--- src/rtl/audio_mixer_n.sv ---
// rtl/audio_mixer_n.sv - N-channel sequential gain/mute mixer with saturating output; optional peak meter under MIXER_PEAK_EN
module audio_mixer_n #(
  parameter  int NUM_CH   = 4,
  parameter  int SAMPLE_W = 16,
  parameter  int GAIN_W   = 3,
  localparam int CH_W     = $clog2(NUM_CH)
) (
  input  logic                       clk,
  input  logic                       rst,
  input  logic                       tick,
  input  logic [NUM_CH*SAMPLE_W-1:0] ch_sample,
  input  logic [NUM_CH-1:0]          ch_valid,
  input  logic                       cmd_we,
  input  logic [CH_W-1:0]            cmd_ch,
  input  logic [GAIN_W-1:0]          cmd_gain,
  input  logic                       cmd_mute,
  output logic [SAMPLE_W-1:0]        out_sample,
  output logic                       out_valid,
  output logic                       out_sat,
  output logic                       busy,
  output logic                       overrun
`ifdef MIXER_PEAK_EN
  ,
  input  logic                       peak_clr,
  output logic [SAMPLE_W-1:0]        peak_level
`endif
);

  localparam int ACC_W  = SAMPLE_W + CH_W;
  localparam int PROD_W = SAMPLE_W + GAIN_W + 1;
  localparam logic [CH_W-1:0] LAST_IDX = CH_W'(NUM_CH - 1);

  typedef enum logic [1:0] {IDLE, ACCUM, DONE} stateT;

  stateT state, stateNext;

  logic [SAMPLE_W-1:0] holdReg [NUM_CH];
  logic [GAIN_W-1:0]   gainReg [NUM_CH];
  logic                muteReg [NUM_CH];

  logic [SAMPLE_W-1:0] snap  [NUM_CH];
  logic [GAIN_W-1:0]   gsnap [NUM_CH];
  logic                msnap [NUM_CH];

  logic [CH_W-1:0]   idx;
  logic [ACC_W-1:0]  acc;
  logic [ACC_W-1:0]  accNext;
  logic [GAIN_W:0]   gainPlus;
  logic [PROD_W-1:0] prod;
  logic [SAMPLE_W:0] term;

  logic startMix;
  logic lastStep;

  assign startMix  = (state == IDLE) && tick;
  assign lastStep  = (state == ACCUM) && (idx == LAST_IDX);
  assign out_valid = (state == DONE);
  assign busy      = (state == ACCUM);

  // Generator hold registers and per-channel gain/mute control registers
  always_ff @(posedge clk) begin
    if (rst) begin
      for (int i = 0; i < NUM_CH; i++) begin
        holdReg[i] <= '0;
        gainReg[i] <= '1;
        muteReg[i] <= 1'b0;
      end
    end else begin
      for (int i = 0; i < NUM_CH; i++) begin
        if (ch_valid[i]) begin
          holdReg[i] <= ch_sample[i*SAMPLE_W +: SAMPLE_W];
        end
        // Only in-range channel numbers can match, so out-of-range writes fall through
        if (cmd_we && (cmd_ch == CH_W'(i))) begin
          gainReg[i] <= cmd_gain;
          muteReg[i] <= cmd_mute;
        end
      end
    end
  end

  // State register
  always_ff @(posedge clk) begin
    if (rst) begin
      state <= IDLE;
    end else begin
      state <= stateNext;
    end
  end

  // Next-state: one ACCUM cycle per channel, then a single DONE cycle carrying out_valid
  always_comb begin
    stateNext = state;
    case (state)
      IDLE:    if (tick) stateNext = ACCUM;
      ACCUM:   if (idx == LAST_IDX) stateNext = DONE;
      DONE:    stateNext = IDLE;
      default: stateNext = IDLE;
    endcase
  end

  // Scaled contribution of the channel currently addressed by idx
  always_comb begin
    gainPlus = {1'b0, gsnap[idx]} + (GAIN_W+1)'(1);
    prod     = {{(GAIN_W+1){1'b0}}, snap[idx]} * {{SAMPLE_W{1'b0}}, gainPlus};
    term     = msnap[idx] ? '0 : prod[PROD_W-1:GAIN_W];
    accNext  = acc + ACC_W'(term);
  end

  // Snapshot at tick, sequential accumulation, saturation and overrun detection
  always_ff @(posedge clk) begin
    if (rst) begin
      for (int i = 0; i < NUM_CH; i++) begin
        snap[i]  <= '0;
        gsnap[i] <= '1;
        msnap[i] <= 1'b0;
      end
      acc        <= '0;
      idx        <= '0;
      out_sample <= '0;
      out_sat    <= 1'b0;
      overrun    <= 1'b0;
    end else begin
      overrun <= tick && (state != IDLE);
      if (startMix) begin
        // Same-cycle loads and register writes bypass into the snapshot so the mix is frozen here
        for (int i = 0; i < NUM_CH; i++) begin
          snap[i] <= ch_valid[i] ? ch_sample[i*SAMPLE_W +: SAMPLE_W] : holdReg[i];
          if (cmd_we && (cmd_ch == CH_W'(i))) begin
            gsnap[i] <= cmd_gain;
            msnap[i] <= cmd_mute;
          end else begin
            gsnap[i] <= gainReg[i];
            msnap[i] <= muteReg[i];
          end
        end
        acc <= '0;
        idx <= '0;
      end else if (state == ACCUM) begin
        acc <= accNext;
        idx <= idx + CH_W'(1);
      end
      // The final sum is resolved on the last accumulate step so the result lands in DONE
      if (lastStep) begin
        if (|accNext[ACC_W-1:SAMPLE_W]) begin
          out_sample <= '1;
          out_sat    <= 1'b1;
        end else begin
          out_sample <= accNext[SAMPLE_W-1:0];
          out_sat    <= 1'b0;
        end
      end
    end
  end

`ifdef MIXER_PEAK_EN
  // Peak meter: tracks the largest published sample; a clear coinciding with a result restarts from it
  always_ff @(posedge clk) begin
    if (rst) begin
      peak_level <= '0;
    end else if (peak_clr) begin
      peak_level <= out_valid ? out_sample : '0;
    end else if (out_valid && (out_sample > peak_level)) begin
      peak_level <= out_sample;
    end
  end
`endif

endmodule

--- config.mk ---
export PLATFORM = sky130hd
export DESIGN_NAME = audio_mixer_n
export DESIGN_NICKNAME = d
export VERILOG_FILES = /design/src/rtl/audio_mixer_n.sv
export SDC_FILE = /design/constraint.sdc
export NUM_CORES = 1
export LEC_CHECK = 0
export ABC_CLOCK_PERIOD_IN_PS = 14800
export CAP_MARGIN = 25
export CORE_ASPECT_RATIO = 0.6
export CORE_MARGIN = 5
export CORE_UTILIZATION = 42
export DETAILED_ROUTE_END_ITERATION = 10
export SLEW_MARGIN = 0
export SYNTH_ARGS = -nofsm -noshare
export SYNTH_HDL_FRONTEND = slang
export SYNTH_SLANG_ARGS = --single-unit
--- constraint.sdc ---
create_clock -name clk -period 14.8 [get_ports clk]
set_input_delay 2.22 -clock clk [delete_from_list [all_inputs] [get_ports clk]]
set_output_delay 2.22 -clock clk [all_outputs]
set_load 0.01 [all_outputs]
==> flow_summary.rst <==
.. list-table::
   :header-rows: 1

   * - Metric
     - Value
   * - Synthesized area
     - 0.0116 mm²
   * - Area of all placed cells without fillers
     - 0.0135 mm²
   * - Number of buffers added to fix hold violations after cts
     - 0
   * - Residual antenna-violating net count after detailed routing
     - 0
   * - Worst Hold Depth
     - 2
   * - Antenna cells
     - 0
   * - Setup violations, final
     - 0
   * - Required time at the worst-slack endpoint
     - 15.16 ns
   * - Share of flip-flops with an asynchronous set or reset
     - 0%
   * - Mean instance size in the synthesized netlist
     - 10.2 µm²
   * - Clock Root Buffer
     - sky130_fd_sc_hd__clkbuf_16
   * - Wire length of the first global-routing pass
     - 45500 µm
   * - Type of the worst setup path
     - flop to flop
   * - Leading register cell type out of synthesis
     - sky130_fd_sc_hd__edfxtp_1
   * - Startpoint of the tightest hold check path
     - acc[12]
   * - Path depth of the worst reg2reg path
     - 27
   * - Proportion of layout cells with a drive suffix above 1
     - 6.66%
   * - Share of the cycle needed by the critical path after routing
     - 54.7%
   * - DR DRC count
     - 0
   * - Die Wd
     - between 200 and 250 µm
   * - Hold Vio Cnt, Final
     - 0
   * - Worst-case clock buffer depth
     - 3
   * - Standby leakage power
     - 5.21 nW
   * - Routed length per placed instance
     - 17.6 µm
   * - Peak Freq
     - 124 MHz
   * - Final-stage net count
     - 1366
   * - Post-placement setup slack
     - 6.52 ns
   * - Flop and latch count out of synthesis
     - about 200
   * - Setup Total Neg Slack
     - 0 ns
   * - Clock tree from TritonCTS
     - done
   * - Relative max-transition margin
     - 35.0%
   * - Unrepaired setup endpoints after global routing
     - no
   * - Number of synthesized flops with an enable pin
     - 160
   * - Antenna violations before repair
     - 0
   * - Min Tclk post-route
     - a little over 8 ns
   * - Post-CTS Repair Setup Buffers
     - 0
   * - Net Count, Synth
     - 1293
   * - Run status
     - finished, final reports clean
   * - Die height
     - 139 µm
   * - Slack of the worst reg-to-reg path
     - ~6.7 ns
   * - Vias in the first global route
     - 8173
   * - Area added between synthesis and finish
     - 16.4%
   * - Drt first pass iters
     - 4
   * - Startpoint types
     - flop
   * - Sink Count
     - 202
   * - Post-Route WL
     - about 28000 µm
   * - Worst-path maximum fanout
     - 21
   * - Clock transition at path regs
     - 0.06 ns
   * - Synth unique cells
     - 60
   * - Number of rows created at floorplan
     - 47
   * - Seq/Total Area, Yosys
     - 48.5%
   * - Maximum number of pins on one net before global-route repair
     - 73
   * - Clock skew after layout
     - 0.0151 ns
   * - Type of the tightest min-delay check
     - flop to flop
   * - Core area
     - about 0.027 mm²
   * - Overall die area
     - 0.0312 mm²
   * - Worst R2R End
     - out_sample[2]
   * - Total Power
     - ~1.5 mW
   * - RePlAce Congestion
     - 0.889
   * - End of the worst hold path
     - acc[12]
   * - Starting density of the core
     - between 40% and 50%
   * - Post-Place Cell Area
     - around 0.013 mm²
   * - Number of gates given a new drive strength after cts
     - 0
   * - Vias
     - 8483
   * - Detailed Place HPWL
     - 20500 µm
   * - Type of destination of the critical path
     - flop
   * - Total Routing Usage GR
     - around 18%
   * - IO buf count
     - 97
   * - Slew of the pin with the lowest slew margin
     - 0.972 ns
   * - Violation count after the first detailed-route iteration
     - 613
   * - Clock insertion delay at the later pin of the skew report
     - 0.51 ns
   * - Worst IR Drop VDD
     - 61.4 µV
   * - Count of mapped cells out of synthesis
     - 1145
   * - Count of yosys warnings during synthesis
     - 0
   * - Post-layout utilization of the core
     - 49.3%
   * - Number of violations of the max-capacitance limit
     - 0
   * - CP Data Arrival Time
     - 8.45 ns
   * - I/O pins
     - 98
   * - Vias per cell
     - 5.31
   * - H-tree Lvls
     - 1
   * - Worst Setup Slack, final
     - 6.71 ns
   * - Overall overflow remaining after global route
     - 0
   * - Count of final max-slew check failures
     - 0
   * - Pwr Density
     - 109 mW/mm²
   * - Total clock buffers created by CTS
     - 21
==> stage by stage <==
stage | hold WS (ns) | cells
finish | 0.470 | 1599
detailed placement | 0.458 | 1561
global route | 0.492 | 1599
global placement | 0.451 | 1561
floorplan | 0.441 | 1145
CTS | 0.467 | 1598
==> worst max path at each step <==
stage / slack, ns / cells past startpoint / to
5_1_grt: 6.04 / 24 / out_sample[2]
4_1_cts: 6.47 / 26 / out_sample[4]
6_report: 6.71 / 27 / out_sample[2]
3_5_place_dp: 6.52 / 26 / out_sample[4]
2_1_floorplan: 7.56 / 29 / out_sample[5]
3_3_place_gp: 6.78 / 26 / out_sample[1]
==> report_power, final <==
part	total (mW)	internal (mW)	switching, mW
combinational	0.311	0.125	0.186
sequential	0.673	0.655	0.0186
clock	0.491	0.270	0.221
total	1.48	1.05	0.425
==> sequential cells by signal, indices dropped and copies added, names as in the netlist, named ones only <==
signal      cells
holdReg        64
snap           64
acc            18
out_sample     16
gainReg        12
gsnap          12
msnap           4
muteReg         4
idx             2
state           2
out_sat         1
overrun         1
==> final cells by class <==
type,count,area [µm²]
Clock buffer,29,568
Clock inverter,8,47.5
Fill cell,2521,13900
Inverter,70,263
Multi-Input combinational cell,815,5510
Sequential cell,202,5650
Tap cell,367,459
Timing Repair Buffer,108,1050
==> synth_stat cells (5+ instances only) <==
cell type	number	share of area (%)
sky130_fd_sc_hd__fa_1	29	5.0
sky130_fd_sc_hd__o21ai_0	24	1.0
sky130_fd_sc_hd__nor3b_1	6	0.39
sky130_fd_sc_hd__inv_1	70	2.3
sky130_fd_sc_hd__nand2_1	148	4.8
sky130_fd_sc_hd__dfxtp_1	42	7.2
sky130_fd_sc_hd__nor2_1	130	4.2
sky130_fd_sc_hd__clkbuf_1	52	1.7
sky130_fd_sc_hd__and3b_1	8	0.60
sky130_fd_sc_hd__and2_1	17	0.91
sky130_fd_sc_hd__a21o_1	12	0.77
sky130_fd_sc_hd__nand2b_1	74	4.0
sky130_fd_sc_hd__xor2_1	10	0.75
sky130_fd_sc_hd__ha_1	41	4.4
sky130_fd_sc_hd__mux2i_1	17	1.5
sky130_fd_sc_hd__xnor2_1	13	0.98
sky130_fd_sc_hd__a211oi_1	22	1.4
sky130_fd_sc_hd__edfxtp_1	160	41
sky130_fd_sc_hd__nor2b_1	41	2.2
sky130_fd_sc_hd__nor3_1	11	0.47
sky130_fd_sc_hd__a21oi_1	100	4.3
sky130_fd_sc_hd__or2_2	9	0.48
sky130_fd_sc_hd__o211ai_1	8	0.52
sky130_fd_sc_hd__nand3_1	14	0.60
sky130_fd_sc_hd__mux4_2	18	3.5
sky130_fd_sc_hd__nor4b_1	5	0.38
==> cells by family (layout without fill, tap and decap cells) <==
group | count (synthesis) | after routing | share of synthesized area, %
multiplexers | 38 | 38 | 5.24
flip-flops | 202 | 202 | 48.5
XOR/XNOR | 23 | 23 | 1.73
AND/OR/NAND/NOR | 486 | 486 | 20.5
buffers and inverters | 128 | 215 | 4.21
adder cells (fa/ha/maj) | 70 | 70 | 9.40
AO/OA/AOI/OAI | 198 | 198 | 10.4
==> layer usage <==
layer | vias up | wire length, µm | global-route usage [%]
li1 | 4124 | - | -
met1 | 4142 | 15100 | 30.9
met2 | 194 | 10900 | 23.3
met3 | 23 | 1670 | 3.53
met4 | 0 | 359 | 2.69
met5 | - | 0 | 0
==> worst max-delay path: stages (launching register included) <==
cell,delay [ns]
sky130_fd_sc_hd__dfxtp_1,0.30
sky130_fd_sc_hd__buf_4,0.34
sky130_fd_sc_hd__inv_1,0.15
sky130_fd_sc_hd__o21ai_1,0.76
sky130_fd_sc_hd__inv_1,0.22
sky130_fd_sc_hd__ha_1,0.27
sky130_fd_sc_hd__xnor2_1,0.26
sky130_fd_sc_hd__buf_4,0.26
sky130_fd_sc_hd__nor2b_1,0.09
sky130_fd_sc_hd__fa_1,0.50
sky130_fd_sc_hd__inv_1,0.05
sky130_fd_sc_hd__fa_1,0.53
sky130_fd_sc_hd__inv_1,0.04
sky130_fd_sc_hd__ha_1,0.35
sky130_fd_sc_hd__a21o_1,0.19
sky130_fd_sc_hd__a21o_1,0.19
sky130_fd_sc_hd__o21ai_0,0.34
sky130_fd_sc_hd__a21oi_1,0.22
sky130_fd_sc_hd__a21oi_1,0.37
sky130_fd_sc_hd__nor4b_1,0.10
sky130_fd_sc_hd__a211o_1,0.30
sky130_fd_sc_hd__ha_1,0.41
sky130_fd_sc_hd__nand3_1,0.19
sky130_fd_sc_hd__a211oi_1,0.39
sky130_fd_sc_hd__mux2_2,0.40
sky130_fd_sc_hd__nor3_2,0.35
sky130_fd_sc_hd__buf_4,0.27
sky130_fd_sc_hd__a211oi_1,0.09
==> placed cells by master, fill, tap and decap left out, drive strengths merged, types with 14 or more instances in the layout <==
cell type,instances
a211oi,22
a21oi,100
and2,17
clkbuf,29
clkdlybuf4s50,96
dfxtp,42
edfxtp,160
fa,29
ha,41
inv,72
mux2i,17
mux4,18
nand2,148
nand2b,74
nand3,14
nor2,130
nor2b,41
nor3,14
o21ai,25
Note: power is estimated with default switching activity, not from simulation.
